## src/rtl/product_accumulator.sv

```systemverilog
// Frame accumulator for multiplier products with a double-buffered
// valid/ready result output.
module product_accumulator #(
  parameter int PROD_W = 16,
  parameter int ACC_W  = 24,
  parameter int COUNT  = 8,
  parameter int SAT    = 0
) (
  input  logic              clk,
  input  logic              rst_n,
  input  logic [PROD_W-1:0] prod,
  input  logic              in_valid,
  output logic              in_ready,
  input  logic              clr,
  output logic [ACC_W-1:0]  result,
  output logic              out_valid,
  input  logic              out_ready,
  output logic              ovf,
  output logic [7:0]        frame_cnt
);

  localparam int CW = (COUNT > 1) ? $clog2(COUNT) : 1;
  localparam logic [CW-1:0] LAST = CW'(COUNT - 1);

  logic [ACC_W-1:0] r_acc;
  logic [ACC_W-1:0] r_result;
  logic [CW-1:0]    r_cnt;
  logic             r_acc_ovf;
  logic             r_ovf;
  logic             r_out_valid;
  logic [7:0]       r_frame_cnt;

  logic [ACC_W:0]   w_sum;
  logic [ACC_W-1:0] w_next;
  logic             w_carry;
  logic             w_last;
  logic             w_ready;
  logic             w_take;
  logic             w_pop;

  assign w_last  = (r_cnt == LAST);
  assign w_sum   = {1'b0, r_acc}
                 + {{(ACC_W + 1 - PROD_W){1'b0}}, prod};
  assign w_carry = w_sum[ACC_W];

  // Saturation re-clamps on every later carry, so it sticks at all-ones.
  always_comb begin
    w_next = w_sum[ACC_W-1:0];
    if (SAT != 0 && w_carry)
      w_next = '1;
  end

  // Only the final beat of a frame can stall, and only on a full buffer.
  assign w_ready = !clr && !(w_last && r_out_valid && !out_ready);
  assign w_take  = in_valid && w_ready;
  assign w_pop   = r_out_valid && out_ready;

  always_ff @(posedge clk or negedge rst_n) begin
    if (!rst_n) begin
      r_acc     <= '0;
      r_cnt     <= '0;
      r_acc_ovf <= 1'b0;
      r_result  <= '0;
      r_ovf     <= 1'b0;
    end else if (clr) begin
      r_acc     <= '0;
      r_cnt     <= '0;
      r_acc_ovf <= 1'b0;
    end else if (w_take) begin
      if (w_last) begin
        r_acc     <= '0;
        r_cnt     <= '0;
        r_acc_ovf <= 1'b0;
        r_result  <= w_next;
        r_ovf     <= r_acc_ovf | w_carry;
      end else begin
        r_acc     <= w_next;
        r_cnt     <= r_cnt + CW'(1);
        r_acc_ovf <= r_acc_ovf | w_carry;
      end
    end
  end

  always_ff @(posedge clk or negedge rst_n) begin
    if (!rst_n) begin
      r_out_valid <= 1'b0;
      r_frame_cnt <= 8'd0;
    end else begin
      if (w_take && w_last)
        r_out_valid <= 1'b1;
      else if (w_pop)
        r_out_valid <= 1'b0;
      if (w_pop)
        r_frame_cnt <= r_frame_cnt + 8'd1;
    end
  end

  assign in_ready  = w_ready;
  assign result    = r_result;
  assign out_valid = r_out_valid;
  assign ovf       = r_ovf;
  assign frame_cnt = r_frame_cnt;

endmodule

```

## config.mk

```make
export PLATFORM = sky130hd
export DESIGN_NAME = product_accumulator
export DESIGN_NICKNAME = d
export VERILOG_FILES = /design/src/rtl/product_accumulator.sv
export SDC_FILE = /design/constraint.sdc
export NUM_CORES = 1
export LEC_CHECK = 0
export BUFFER_PORTS_ARGS = -buffer_cell sky130_fd_sc_hd__buf_2
export CAP_MARGIN = 20
export CORE_MARGIN = 4
export CORE_UTILIZATION = 56
export DETAILED_ROUTE_END_ITERATION = 10
export GPL_ROUTABILITY_DRIVEN = 0
export GPL_TIMING_DRIVEN = 1
export PLACE_DENSITY = 0.82
export REMOVE_ABC_BUFFERS = 1
export SYNTH_ARGS = -nofsm -noshare
export SYNTH_HDL_FRONTEND = slang
export SYNTH_SLANG_ARGS = --single-unit
```

## constraint.sdc

```tcl
create_clock -name clk -period 3.4 [get_ports clk]
set_input_delay 0.34 -clock clk [delete_from_list [all_inputs] [get_ports clk]]
set_output_delay 0.34 -clock clk [all_outputs]
set_load 0.02 [all_outputs]
```

=== Yosys cells after proc, flatten, opt, wreduce, memory -nomap -nowiden ===
Index checks and enable logic that the tools add are counted.

* Add/subtract/negate cells: 3
* Eq/ne operators: 1
* Muxes and demuxes: 11
* Bitwise logic cells: 2
* Reductions and logical operators: 12

{| class="wikitable"
|+ Operators with widths
! cell !! count
|-
| 24-bit two-way mux || 3
|-
| 24-bit by 16-bit adder with 25-bit output || 1
|-
| 3-bit two-way mux || 3
|-
| 8-bit by 1-bit adder with 8-bit output, second input constant || 1
|-
| 1-bit logical AND || 6
|-
| 1-bit two-way mux || 5
|-
| 2-bit nonzero test || 2
|-
| 3-bit by 1-bit adder with 3-bit output, second input constant || 1
|-
| 3-bit == test, second input constant || 1
|-
| 1-bit logical NOT || 3
|-
| 3-bit AND reduction || 1
|-
| 1-bit inverter || 1
|-
| 1-bit bitwise OR || 1
|}

* Flip-flop bits (word level): 62
* Input port bits: 21
* Output and inout bits: 35
* Word-level logic and storage cells: 36

=== Longest topological paths before layout ===
* Depth after elaboration: 8
* Gate-level depth with buffers: 10

=== Worst setup path after synthesis ===
Ideal clock, no wire load.

* Path kind: input port to flip-flop
* Start: in prod[0]
* End: reg r_acc[18]
* Library setup time: 0.118 ns
* Arrival: 2.322 ns
* Path slack: 0.959 ns
* Stages on the path: 10
* Path buffers: 0
* Path through: ha_1 inv_1 fa_1 and2b_1 o211ai_2 a311o_1 a31oi_4 o211ai_1 a21o_1 a21o_1

* Cells in the longest elaborated chain, start to end: 4

{| class="wikitable"
|+ RTL lines
! item !! line !! RTL
|-
| from (decl) || 11 || <nowiki>input logic [PROD_W-1:0] prod,</nowiki>
|-
| 24-bit by 16-bit adder with 25-bit output || 43 || <nowiki>+ {{(ACC_W + 1 - PROD_W){1'b0}}, prod};</nowiki>
|-
| 24-bit two-way mux || 70 || <nowiki>if (w_last) begin</nowiki>
|-
| 24-bit two-way mux || 69 || <nowiki>end else if (w_take) begin</nowiki>
|-
| 24-bit two-way mux || 65 || <nowiki>end else if (clr) begin</nowiki>
|-
| to (signal assigned) || 77 || <nowiki>r_acc <= w_next;</nowiki>
|-
| to (decl) || 25 || <nowiki>logic [ACC_W-1:0] r_acc;</nowiki>
|}

No other way between the ends. The select of a mux whose other input is x is not followed.
A chain may end at the register's enable or synchronous reset.

=== Worst setup path in the final report ===
* Start: reg r_acc[0]
* End: reg r_acc[22]

* Cells in the longest elaborated chain, start to end: 4

{| class="wikitable"
|+ RTL lines
! item !! line
|-
| 24-bit by 16-bit adder with 25-bit output || 43
|-
| 24-bit two-way mux || 70
|-
| 24-bit two-way mux || 69
|-
| 24-bit two-way mux || 65
|}

No other way between the ends. The select of a mux whose other input is x is not followed.

==> results summary <==
In this run, post-CTS repair resized a total of 0 instances. The class of the tightest hold or removal check is input pin to register. The maximum clock path buffer count is 2. Of the total synthesized cell area, the portion taken by full adders, half adders and majority gates is 7.55%. The critical path launch point type is a register.

The total leakage power came out at between 2 and 2.5 nW. The remaining max-slew budget at the tightest pin came out at ~58%. Using the TritonRoute via totals, the vias-per-cell ratio works out to 5.68. In the layout the commonest cells are 62 x sky130_fd_sc_hd__dfrtp_1, 56 x sky130_fd_sc_hd__nand2_1, 55 x sky130_fd_sc_hd__buf_2. The number of primary I/O pins is 56. The floorplan core area is 5920 sq um. The required time reported for the critical path endpoint came out at 3.66 ns. The data arrival time of the critical path is 2.90 ns. For this run, the leading register cell type out of synthesis is sky130_fd_sc_hd__dfrtp_1.

The largest family of logic cells by synthesized area is compound AO/OA/AOI/OAI gates. The slowest cell on the critical path is sky130_fd_sc_hd__fa_1. Of the cells placed in the final design, the portion with a size suffix greater than 1 is 20.1%.

Setup repair after global routing left no endpoint under its margin. The worst vdd rail ir drop is 0.273 mV. The number of antenna violations at the first check in global routing came out at 0. The post-synthesis area per instance is 9.58 sq um. The maximum number of pins on one net before global-route repair came out at 52.

For this run the aggregate overflow at the end of global routing stands at 0. From synthesis to final layout, the design area changed by 16.2%. The simple-gate share of the synthesized area came out at 16.6%. The minimum hold slack is roughly 0.24 ns. The final layout contains 460 nets.

The portion of the clock cycle consumed by the worst path in the final layout is between 70 and 80%. The total number of vias is around 2.8k. The CTS sink count came out at 62. The post-CTS setup repair buffer count is 0. The final count of pins violating max slew came to 0. The first detailed-routing pass took 4 iterations.

The worst path needs 2.64 ns of the cycle, external delays included. Leaving out fill and tap cells, the most frequent cell in the layout is sky130_fd_sc_hd__dfrtp_1. The setup TNS after final layout is 0 ns.

TritonCTS built the clock tree. The number of endpoints with negative hold slack in the final report came out at 0. The yosys synthesis warning count is 0. The number of synthesized flops with an enable pin came out at 0. The critical path goes through ha_1 > inv_1 > fa_1 > and2b_1 > o211ai_2 > a311o_1 > a31oi_4 > o2111ai_2 > or3_1 > o21ai_1.

The width of the chip is 86.1 um. The via count of the first global-routing pass is 2812. The HPWL reported at the end of detailed placement came out at 5410 um. The clock latency reported for the late side of the worst-skew pair came out at about 0.33 ns. The combined area of all synthesized cells came out at 3410 sq um. The count of nets left with antenna violations once routing finished came out at 0.

The worst-margin pin slew is roughly 0.64 ns. The XOR/XNOR share of the synthesized area is 6.67%. In this run the worst path has a maximum fanout of 4.

The number of core rows is 28. The total routing usage reported by global routing came out at 22.0%. The worst setup path is of the register to register kind. The number of buffers inserted by port buffering is 55.

In the synthesized netlist the async set-or-reset flop fraction comes to 100%. The run finished with clean final reports. Sequential cells were found to cover 45.5% of the synthesized design area. The power density normalized to cell area came out at between 400 and 500 nW/um^2. The global-route wire length before repair came out at ~13000 um. The synthesized flop and latch total came out at 62. The overall die height came out at 86.1 um. The max-capacitance violation count is 0. The clock-pin slew on the worst setup and hold paths came out at 0.07 ns. In this design, the stage delay of the slowest critical-path cell is 0.40 ns. The final routed wirelength across all metal layers came out at 7410 um.

The count of unresolved DRC violations after routing came out at 0. The TritonCTS buffer count came out at 9. The number of DRC markers after the initial detailed-route iteration came out at between 100 and 150. The area of the die came out at around 7400 sq um. The worst setup path is captured at a register. 0 antenna diodes ended up in the layout.

In the final routed layout, each cell accounts on average for 14.9 um. The total buffers and inverters traversed by the critical path is 1. The multiplexer share of the synthesized area is 1.32%. The post-synthesis instance total came out at 356. The timing-limited maximum frequency came out at 379 MHz. The number of setup violations in the final report is 0.

The synthesized-area fraction occupied by ao, oa, aoi and oai cells came out at 19.6%. The clock tree synthesis step divided the H-tree into 3 levels. The total chip power is 1.71 mW. The root buffer selected by CTS is sky130_fd_sc_hd__clkbuf_8. Counting distinct cell types in the post-synthesis netlist gives ~50. For the final database, setup skew stands at 0.00439 ns. The initial cell density of the core came out at ~58%.

In this design, the largest share of critical-path delay is due to compound AO/OA/AOI/OAI gates.
-- Yosys cell counts (2+ instances only) --
cell                       number  area share, %
sky130_fd_sc_hd__a21o_1         5            1.1
sky130_fd_sc_hd__a21oi_1       19            2.8
sky130_fd_sc_hd__a22o_1        12            3.1
sky130_fd_sc_hd__a31o_2         2           0.51
sky130_fd_sc_hd__a31oi_1        4           0.73
sky130_fd_sc_hd__a32o_1         2           0.59
sky130_fd_sc_hd__and2_1         5           0.92
sky130_fd_sc_hd__and3_1         6            1.1
sky130_fd_sc_hd__and4_1         3           0.77
sky130_fd_sc_hd__clkbuf_1      10            1.1
sky130_fd_sc_hd__dfrtp_1       62             45
sky130_fd_sc_hd__ha_1          19            7.0
sky130_fd_sc_hd__inv_1         15            1.7
sky130_fd_sc_hd__mux2_2         4            1.3
sky130_fd_sc_hd__nand2_1       56            6.2
sky130_fd_sc_hd__nand2b_1       3           0.55
sky130_fd_sc_hd__nand3_1        8            1.2
sky130_fd_sc_hd__nand3b_1       2           0.44
sky130_fd_sc_hd__nand4_1        2           0.37
sky130_fd_sc_hd__nor2_1        16            1.8
sky130_fd_sc_hd__nor2b_1        4           0.73
sky130_fd_sc_hd__nor3_1         2           0.29
sky130_fd_sc_hd__o21a_1         5            1.1
sky130_fd_sc_hd__o21ai_0       23            3.4
sky130_fd_sc_hd__o21ai_1       11            1.6
sky130_fd_sc_hd__o21bai_1       2           0.44
sky130_fd_sc_hd__or3_1          8            1.5
sky130_fd_sc_hd__xnor2_1       16            4.1
sky130_fd_sc_hd__xor2_1        10            2.6
-- through the flow --
step           instance area [sq um]  util (%)  std cells  setup slack [ns]
5_1_grt                         3970      67.0        497             0.587
2_1_floorplan                   3370         -        346             0.958
4_1_cts                         3940      66.5        495             0.769
6_report                        3970      67.0        497             0.762
3_5_place_dp                    3780      63.9        481             0.698
3_3_place_gp                    3780      63.9        481             0.774
-- layout make-up --
type / count / area [sq um]
Fill cell: 488 / 1950
Multi-Input combinational cell: 269 / 1770
Sequential cell: 62 / 1550
Timing Repair Buffer: 62 / 343
Clock buffer: 12 / 145
Tap cell: 75 / 93.8
Inverter: 15 / 56.3
Clock inverter: 2 / 10.0
-- worst reg2reg max path, cell delays in order (launching register included) --
cell and delay, ns:
sky130_fd_sc_hd__dfrtp_1 0.35, sky130_fd_sc_hd__ha_1 0.17, sky130_fd_sc_hd__inv_1 0.06, sky130_fd_sc_hd__fa_1 0.40
sky130_fd_sc_hd__and2b_1 0.25, sky130_fd_sc_hd__o211ai_2 0.10, sky130_fd_sc_hd__a311o_1 0.38, sky130_fd_sc_hd__a31oi_4 0.26
sky130_fd_sc_hd__o2111ai_2 0.17, sky130_fd_sc_hd__or3_1 0.34, sky130_fd_sc_hd__o21ai_1 0.09
-- what timing repair did --
| item | CTS | global route |
|---|---|---|
| setup endpoints to repair | 0 | 0 |
| endpoints found under the hold margin | 0 | 16 |
| hold buffers | 0 | 1 |
-- logic make-up after synthesis --
logic type      count (synthesis)
compound gates                100
xor+xnor                       26
fa+ha+maj                      20
buf+inv                        25
flops                          62
mux                             4
simple gates                  119
-- sequential cells by signal, indices dropped and copies added, names as in the netlist --
signal and cells:
r_acc 24, r_acc_ovf 1, out_valid 1, r_cnt 3, result 24, ovf 1
frame_cnt 8
-- where the power goes --
group / total [mW] / internal [mW] / switching, mW
sequential: 0.795 / 0.772 / 0.0228
combinational: 0.371 / 0.149 / 0.222
clock: 0.544 / 0.274 / 0.270
-- worst paths after layout --
check / start / slack [ns] / end / cells past startpoint
setup / recovery: r_acc[0]$_DFFE_PN0P_ / 0.76 / r_acc[22]$_DFFE_PN0P_ / 10
hold / removal: clr / 0.24 / r_acc[2]$_DFFE_PN0P_ / 2
setup reg to reg: r_acc[0]$_DFFE_PN0P_ / 0.76 / r_acc[22]$_DFFE_PN0P_ / 10
hold reg to reg: result[13]$_DFFE_PN0P_ / 0.47 / result[13]$_DFFE_PN0P_ / 2
max in group asynchronous: rst_n / 2.22 / frame_cnt[5]$_DFFE_PN0P_ / 4
min in group asynchronous: rst_n / 0.47 / result[11]$_DFFE_PN0P_ / 2
-- routing by layer --
layer  vias to the layer above  part of all wire [%]  GRT usage, %
met5                         -                     0             0
met3                        15                   4.2          4.13
li1                       1389                     -             -
met1                      1348                    47          28.3
met4                         0                   2.2          11.5
met2                        72                    47          35.3
Power figures use the tool's default switching activity.
